`config.mk`:
```
export PLATFORM = sky130hd
export DESIGN_NAME = aes_inv_mix_column_seq
export DESIGN_NICKNAME = d
export VERILOG_FILES = /design/src/rtl/aes_pkg.sv /design/src/rtl/aes_inv_mix_single_column.sv /design/src/rtl/aes_inv_mix_column_seq.sv
export SDC_FILE = /design/constraint.sdc
export NUM_CORES = 1
export LEC_CHECK = 0
export BUFFER_PORTS_ARGS = -buffer_cell sky130_fd_sc_hd__buf_2
export CORE_AREA = 4 4 146 148
export CTS_CLUSTER_DIAMETER = 60
export DETAILED_ROUTE_END_ITERATION = 12
export DIE_AREA = 0 0 150 152
export HOLD_SLACK_MARGIN = 0.1
export PLACE_DENSITY = 0.77
export SYNTH_ARGS = -nofsm -noshare
export SYNTH_HDL_FRONTEND = slang
export SYNTH_SLANG_ARGS = --single-unit
```
`constraint.sdc`:
```
create_clock -name clk_i -period 3.55 [get_ports clk_i]
set_clock_uncertainty 0.1 [all_clocks]
set_input_delay 0.71 -clock clk_i [delete_from_list [all_inputs] [get_ports clk_i]]
set_output_delay 0.71 -clock clk_i [all_outputs]
set_load 0.03 [all_outputs]
```
`src/rtl/aes_pkg.sv`:
```
// Shared AES types, GF(2^8) helpers and the InvMixColumns FSM encoding.
// Latency: n/a (types and constant functions only).
// Backpressure: n/a.
package aes_pkg;

    typedef logic [0:15][7:0] aes_state_t;
    typedef logic [0:3][7:0]  aes_col_t;

    typedef enum logic [1:0] {
        IDLE = 2'd0,
        BUSY = 2'd1,
        DONE = 2'd2
    } inv_mc_state_e;

    // Multiply by x modulo x^8 + x^4 + x^3 + x + 1.
    function automatic logic [7:0] xtime(input logic [7:0] a);
        return {a[6:0], 1'b0} ^ (a[7] ? 8'h1b : 8'h00);
    endfunction

    // Shift-and-add product; with a constant b it folds to a small XOR tree.
    function automatic logic [7:0] gf_mul(input logic [7:0] a, input logic [7:0] b);
        logic [7:0] p;
        logic [7:0] x;
        p = 8'h00;
        x = a;
        for (int i = 0; i < 8; i++) begin
            if (b[i]) p = p ^ x;
            x = xtime(x);
        end
        return p;
    endfunction

endpackage

```
`src/rtl/aes_inv_mix_single_column.sv`:
```
// InvMixColumns on one 32-bit column, rows {0e,0b,0d,09} rotated.
// Latency: combinational, zero cycles.
// Backpressure: none, pure function of its input.
module aes_inv_mix_single_column
    import aes_pkg::*;
(
    input  aes_col_t data,
    output aes_col_t result
);

    assign result[0] = gf_mul(data[0], 8'h0e) ^ gf_mul(data[1], 8'h0b)
                     ^ gf_mul(data[2], 8'h0d) ^ gf_mul(data[3], 8'h09);
    assign result[1] = gf_mul(data[0], 8'h09) ^ gf_mul(data[1], 8'h0e)
                     ^ gf_mul(data[2], 8'h0b) ^ gf_mul(data[3], 8'h0d);
    assign result[2] = gf_mul(data[0], 8'h0d) ^ gf_mul(data[1], 8'h09)
                     ^ gf_mul(data[2], 8'h0e) ^ gf_mul(data[3], 8'h0b);
    assign result[3] = gf_mul(data[0], 8'h0b) ^ gf_mul(data[1], 8'h0d)
                     ^ gf_mul(data[2], 8'h09) ^ gf_mul(data[3], 8'h0e);

endmodule

```
`src/rtl/aes_inv_mix_column_seq.sv`:
```
// Iterative InvMixColumns: one column per cycle through a single shared column unit.
// Latency: 4 cycles from accept edge to valid_o; one block per 5 cycles sustained.
// Backpressure: result held in DONE until ready_i; ready_o low while busy.
module aes_inv_mix_column_seq
    import aes_pkg::*;
(
    input  logic       clk_i,
    input  logic       rst_ni,
    input  logic       valid_i,
    output logic       ready_o,
    input  aes_state_t state_i,
    output logic       valid_o,
    input  logic       ready_i,
    output aes_state_t state_o,
    output logic       busy_o
);

    inv_mc_state_e fsm_q;
    aes_state_t    state_q;
    aes_state_t    state_upd;
    logic [1:0]    col_q;
    aes_col_t      col_sel;
    aes_col_t      col_res;

    always_comb begin
        col_sel = state_q[0:3];
        case (col_q)
            2'd1:    col_sel = state_q[4:7];
            2'd2:    col_sel = state_q[8:11];
            2'd3:    col_sel = state_q[12:15];
            default: col_sel = state_q[0:3];
        endcase
    end

    aes_inv_mix_single_column u_col (
        .data   (col_sel),
        .result (col_res)
    );

    always_comb begin
        state_upd = state_q;
        case (col_q)
            2'd1:    state_upd[4:7]   = col_res;
            2'd2:    state_upd[8:11]  = col_res;
            2'd3:    state_upd[12:15] = col_res;
            default: state_upd[0:3]   = col_res;
        endcase
    end

    always_ff @(posedge clk_i or negedge rst_ni) begin
        if (!rst_ni) begin
            fsm_q   <= IDLE;
            col_q   <= 2'd0;
            state_q <= '0;
        end else begin
            case (fsm_q)
                IDLE: begin
                    if (valid_i) begin
                        state_q <= state_i;
                        col_q   <= 2'd0;
                        fsm_q   <= BUSY;
                    end
                end
                BUSY: begin
                    state_q <= state_upd;
                    col_q   <= col_q + 2'd1;
                    if (col_q == 2'd3) fsm_q <= DONE;
                end
                DONE: begin
                    // Output handshake and next accept share this edge.
                    if (ready_i) begin
                        if (valid_i) begin
                            state_q <= state_i;
                            col_q   <= 2'd0;
                            fsm_q   <= BUSY;
                        end else begin
                            fsm_q   <= IDLE;
                        end
                    end
                end
                default: fsm_q <= IDLE;
            endcase
        end
    end

    assign ready_o = (fsm_q == IDLE) || ((fsm_q == DONE) && ready_i);
    assign valid_o = (fsm_q == DONE);
    assign busy_o  = (fsm_q == BUSY);
    assign state_o = state_q;

endmodule

```
### Yosys cells after proc, flatten, opt, wreduce, memory -nomap -nowiden

Cells that the tools add are included.

* input port bits: 132
* flip-flop bits (word level): 132
* word-level logic and storage cells: 121

* add/subtract/negate cells: 1
* bitwise logic cells: 52
* equality and inequality tests: 11
* mux-type cells: 28
* reductions and logical operators: 11

Operators by type and width (number)
* bitwise XOR 8 bit: 52
* one-hot mux 128 bit (3 select lines): 1
* 2-to-1 mux 128 bit: 2
* 2-to-1 mux 32 bit: 4
* one-hot mux 32 bit (3 select lines): 1
* 2-to-1 mux 5 bit: 12
* AND reduction 3 bit: 5
* one-hot mux 2 bit (3 select lines): 2
* 2-to-1 mux 2 bit: 5
* != test 2 x 1 -> 1 bit (second input constant): 4
* equality test 2 bit (second input constant): 3
* equality test 2 x 1 -> 1 bit (second input constant): 2
* != test 2 bit (second input constant): 2
* nonzero test 3 bit: 1
* OR reduction 3 bit: 1
* adder 2 x 1 -> 2 bit (second input constant): 1
* zero test 2 bit: 1
* AND reduction 2 bit: 1
* logical AND 1 bit: 1
* logical OR 1 bit: 1
* 2-to-1 mux 1 bit: 1

### Depth between registers and ports, before layout

* depth after elaboration: 14
* gate-level depth with buffers: 15
* mapped depth without buffers: 10

### Hierarchy

Synthesis repeated with hierarchy kept, for this count alone.

* cells, all modules: 903
* area, all modules: 9590.4 µm²

By module, submodules not included
* aes_inv_mix_column_seq: area an instance 7226.9 µm², instances 1, cells each 689
* aes_inv_mix_single_column: area an instance 2363.5 µm², instances 1, cells each 214

### Worst setup path after synthesis

OpenSTA, ideal clock, no wires.

* kind: reg-to-reg
* start: register col_q[0]
* end: register state_q, in the netlist state_o[84]
* buffers on the path: 3
* setup slack: -0.057 ns
* setup time: 0.065 ns
* arrival: 3.442 ns
* clock period less this slack: 3.607 ns
* data required time: 3.385 ns
* cell stages (with the launch flop): 13
* cell sequence: dfrtp_1 > ha_1 > buf_2 > buf_2 > a222oi_1 > clkbuf_1 > xor2_1 > a21oi_1 > xnor3_1 > xnor2_1 > xnor3_1 > nor2_1 > o22a_1

* word-level cells in the longest chain between the ends: 12

Ends and longest elaborated chain
* from (decl): RTL line aes_inv_mix_column_seq.sv:21 `logic [1:0] col_q;`
* from (signal assigned): RTL line aes_inv_mix_column_seq.sv:66 `col_q <= col_q + 2'd1;`
* equality test 2 bit or equality test 2 x 1 -> 1 bit (tied branches): RTL line aes_inv_mix_column_seq.sv:27, aes_inv_mix_column_seq.sv:42
* one-hot mux 32 bit (3 select lines): RTL line aes_inv_mix_column_seq.sv:27 `case (col_q)`
* bitwise XOR 8 bit or 2-to-1 mux 5 bit (tied branches): RTL line aes_pkg.sv:17 `return {a[6:0], 1'b0} ^ (a[7] ? 8'h1b : 8'h00);`
* 2-to-1 mux 5 bit or bitwise XOR 8 bit (tied branches): RTL line aes_pkg.sv:17
* bitwise XOR 8 bit or 2-to-1 mux 5 bit (tied branches): RTL line aes_pkg.sv:17
* bitwise XOR 8 bit, on equally long branches: RTL line aes_pkg.sv:17, aes_pkg.sv:27
* bitwise XOR 8 bit: RTL line aes_pkg.sv:27 `if (b[i]) p = p ^ x;`
* bitwise XOR 8 bit: RTL line aes_inv_mix_single_column.sv:13 `assign result[1] = gf_mul(data[0], 8'h09) ^ gf_mul(data[1], 8'h0e)`
* bitwise XOR 8 bit (2 in a row): RTL line aes_inv_mix_single_column.sv:14 `^ gf_mul(data[2], 8'h0b) ^ gf_mul(data[3], 8'h0d);`
* 2-to-1 mux 32 bit: RTL line aes_inv_mix_column_seq.sv:42 `case (col_q)`
* one-hot mux 128 bit (3 select lines): RTL line aes_inv_mix_column_seq.sv:56 `case (fsm_q)`
* to (signal assigned): RTL line aes_inv_mix_column_seq.sv:59 `state_q <= state_i;`
* to (signal assigned): RTL line aes_inv_mix_column_seq.sv:65 `state_q <= state_upd;`
* to (signal assigned): RTL line aes_inv_mix_column_seq.sv:73 `state_q <= state_i;`
* to (decl): RTL line aes_inv_mix_column_seq.sv:19 `aes_state_t state_q;`

Several ways; a longest one is shown, not always the timed one. The select of a mux whose other input is x is not followed.
A chain may end at the register's enable or synchronous reset.

### Final worst setup path

* start: register col_q[1]
* end: register state_q, in the netlist state_o[60]

* word-level cells in the longest chain between the ends: 12

Ends and longest elaborated chain
* equality test 2 bit, or another cell as far along: RTL line aes_inv_mix_column_seq.sv:27
* one-hot mux 32 bit (3 select lines): RTL line aes_inv_mix_column_seq.sv:27
* 2-to-1 mux 5 bit or bitwise XOR 8 bit (tied branches): RTL line aes_pkg.sv:17
* bitwise XOR 8 bit or 2-to-1 mux 5 bit (tied branches) (2 in a row): RTL line aes_pkg.sv:17
* bitwise XOR 8 bit, on equally long branches: RTL line aes_pkg.sv:27, aes_pkg.sv:17
* bitwise XOR 8 bit: RTL line aes_pkg.sv:27
* bitwise XOR 8 bit: RTL line aes_inv_mix_single_column.sv:11 `assign result[0] = gf_mul(data[0], 8'h0e) ^ gf_mul(data[1], 8'h0b)`
* bitwise XOR 8 bit (2 in a row): RTL line aes_inv_mix_single_column.sv:12 `^ gf_mul(data[2], 8'h0d) ^ gf_mul(data[3], 8'h09);`
* 2-to-1 mux 32 bit: RTL line aes_inv_mix_column_seq.sv:42
* one-hot mux 128 bit (3 select lines): RTL line aes_inv_mix_column_seq.sv:56

Several ways; a longest one is shown, not always the timed one. The select of a mux whose other input is x is not followed.

==> reports/results.ini <==
[placement]
port_buffers=262
gp_congestion=1.03
placed_area_sq_mm=0.0118
dp_hpwl_mm=25.9

[timing]
setup_viol=0
fmax_mhz=287
fin_crit_sh_pct=98.2
slew_headroom_pct=33.6
hold_ws_ps=237
final_hold_viol_count=0
fin_setup_tns_ps=0
slew_viol_final=0
finalCriticalPeriod_ps=3490
tightest_slew_ps=995

[logic_synthesis]
synth_edf_count=0
synth_top_cell_by_area=dfrtp_1
syn_area_sq_mm=0.00969
yosys_register_bits=132
synthesis.nets=1257
yosysWarnings=0
yosys_most_used_dff=dfrtp_1
synthTopCellsByCount=163 x xnor2_1, 140 x nand2_1, 132 x dfrtp_1, 118 x nor2_1, 100 x a21oi_1
yosysSeqAreaShare_pct=34.1
ys_types=50
yosysTopAreaCellShare_pct=34.1
async_flop_share_pct=100
ys_top_cells_by_area=dfrtp_1 34%, xnor2_1 15%, xor2_1 6.8%
synthesis.area_per_instance_sq_um=8.65
synthCells=1121
yosysMostFrequentCell=xnor2_1

[floorplan]
row_count=52
dieArea_sq_mm=0.0228
core-area_sq_mm=0.0200
num_io_pins=263
die_height_um=152
die_x_um=150
initial_utilization_pct=48.4

[setup_path]
crit_fanout=14
crit_buf_inv=3
crit_type=reg -> reg
cp.required_ps=3770
path_common_cell=buf_4
slowest_delay_ps=500
worst-r2r-setup-slack_ps=60
slowest_stage=xnor3_2
endpoint_kind=flip-flop
cp-startpoint=col_q[1]$_DFFE_PN0P_
crit_chain=inv_2 -> ha_2 -> buf_4 -> a222oi_1 -> buf_4 -> xnor2_1 -> o21ai_2 -> xnor3_2 -> xnor2_4 -> xor3_1 -> and2_4 -> o22a_2
cp-start-kind=flip-flop
path_delay_family=XOR/XNOR gates
cp.arrival_ps=3700
rr_startpoint=col_q[1]$_DFFE_PN0P_

[cts]
cts_max_level=4
cts_root_buffer=clkbuf_16
cts_buffers=17
tritoncts=built
clock_path_buffers=2
cts_sinks=132
clk_pin_slew_ps=60
clk_latency_ps=420

[cells_and_area]
drive_above_1_share_pct=32.8
layout.nets=1563
fin_area_sq_mm=0.0128
syn2layout_area_growth_pct=32.3
num_antenna_cells=0

[route]
wl_per_cell_um=20.6
drtIter0Drc=1202
avgViaCountPerCell=5.73
ant_nets=0
firstDrtPassIters=8
routed_wirelength_mm=35.2
drc=0
vias=9802

[global_routing]
grt_pass1_wl_mm=53.0
track_usage_pct=29.6
antenna_found_initial=0
grt_overflow=0
grt_pass1_vias=9486
grt_max_degree=101

[run]
cap_violations=0

[min_path]
min_path_type=in -> async

[run_status]
status=completed

==> metal layers <==
| layer | vias up | global-route usage (%) | wire [um] |
|---|---|---|---|
| li1 | 4465 | - | - |
| met1 | 4659 | 40.3 | 14000 |
| met2 | 593 | 48.0 | 16700 |
| met3 | 85 | 5.51 | 3370 |
| met4 | 0 | 8.89 | 1110 |
| met5 | - | 0 | 0 |
==> layout make-up <==
class | count | area (sq um)
Multi-Input combinational cell | 886 | 6170
Tap cell | 270 | 338
Fill cell | 1708 | 7210
Sequential cell | 132 | 3310
Inverter | 5 | 18.8
Clock inverter | 8 | 169
Timing Repair Buffer | 385 | 2320
Clock buffer | 24 | 502
==> path summary, 6_finish.rpt <==
check                                     endpoint  cells past startpoint
setup reg to reg           state_o[60]$_DFFE_PN0P_                     12
hold reg to reg            state_o[17]$_DFFE_PN0P_                      2
min in group clk_i         state_o[17]$_DFFE_PN0P_                      2
setup / recovery           state_o[60]$_DFFE_PN0P_                     12
max in group asynchronous     col_q[1]$_DFFE_PN0P_                      2
hold / removal             state_o[55]$_DFFE_PN0P_                      1
==> per-stage QoR <==
stage	setup WS, ps	instances	util, %
global placement	38.8	1660	58.9
detailed placement	-71.4	1660	58.9
CTS	9.98	1695	62.5
global route	-68.4	1710	64.0
finish	64.5	1710	64.0
floorplan	12.7	1121	-
==> cells in the final DEF (no fill, tap or decap), drive strengths merged, types with 2 or more instances in the layout <==
master,Yosys,final
a22oi,4,4
ha,4,4
nor2b,2,2
dfrtp,132,132
a22o,7,7
xnor3,14,14
buf,23,384
bufinv,0,5
a222oi,28,28
a2bb2oi,4,4
a21oi,100,100
xor2,76,76
a21boi,3,3
a31oi,28,28
nand3b,2,2
nor3,2,2
and3,28,28
o31ai,27,27
xor3,4,4
clkbuf,75,25
clkinv,0,3
o21a,5,5
o22a,16,16
inv,5,5
nand2,141,141
nor2,119,119
and2,3,3
nand4,4,4
or3,4,4
nand3,4,4
mux2i,9,9
xnor2,166,166
o21ai,78,78
==> cell families (layout without fill, tap and decap cells) <==
kind of cell	count (synthesis)	after routing	synth area share [%]
xor gates and xnor gates	260	260	26.5
DFF	132	132	34.1
buffers and inverters	103	422	4.61
AOI/OAI and AO/OA	301	301	19.8
adders and majority gates	4	4	0.516
and+or+nand+nor	311	311	13.4
muxes	10	10	1.08
==> state kept, by name (all words and copies together) (netlist names) <==
signal / cells
col_q: 2
fsm_q: 2
state_o: 128
==> what timing repair did <==
action | in CTS | in global routing
gates cloned | 0 | 1
hold buffers | 0 | 0
gates resized for setup | 5 | 36
endpoints found under the setup margin | 28 | 74
pin swaps | 3 | 10
buffers inserted | 3 | 14
Power is not shown: default switching activity piles up to over one toggle a cycle in this logic, so the estimate is an artifact.
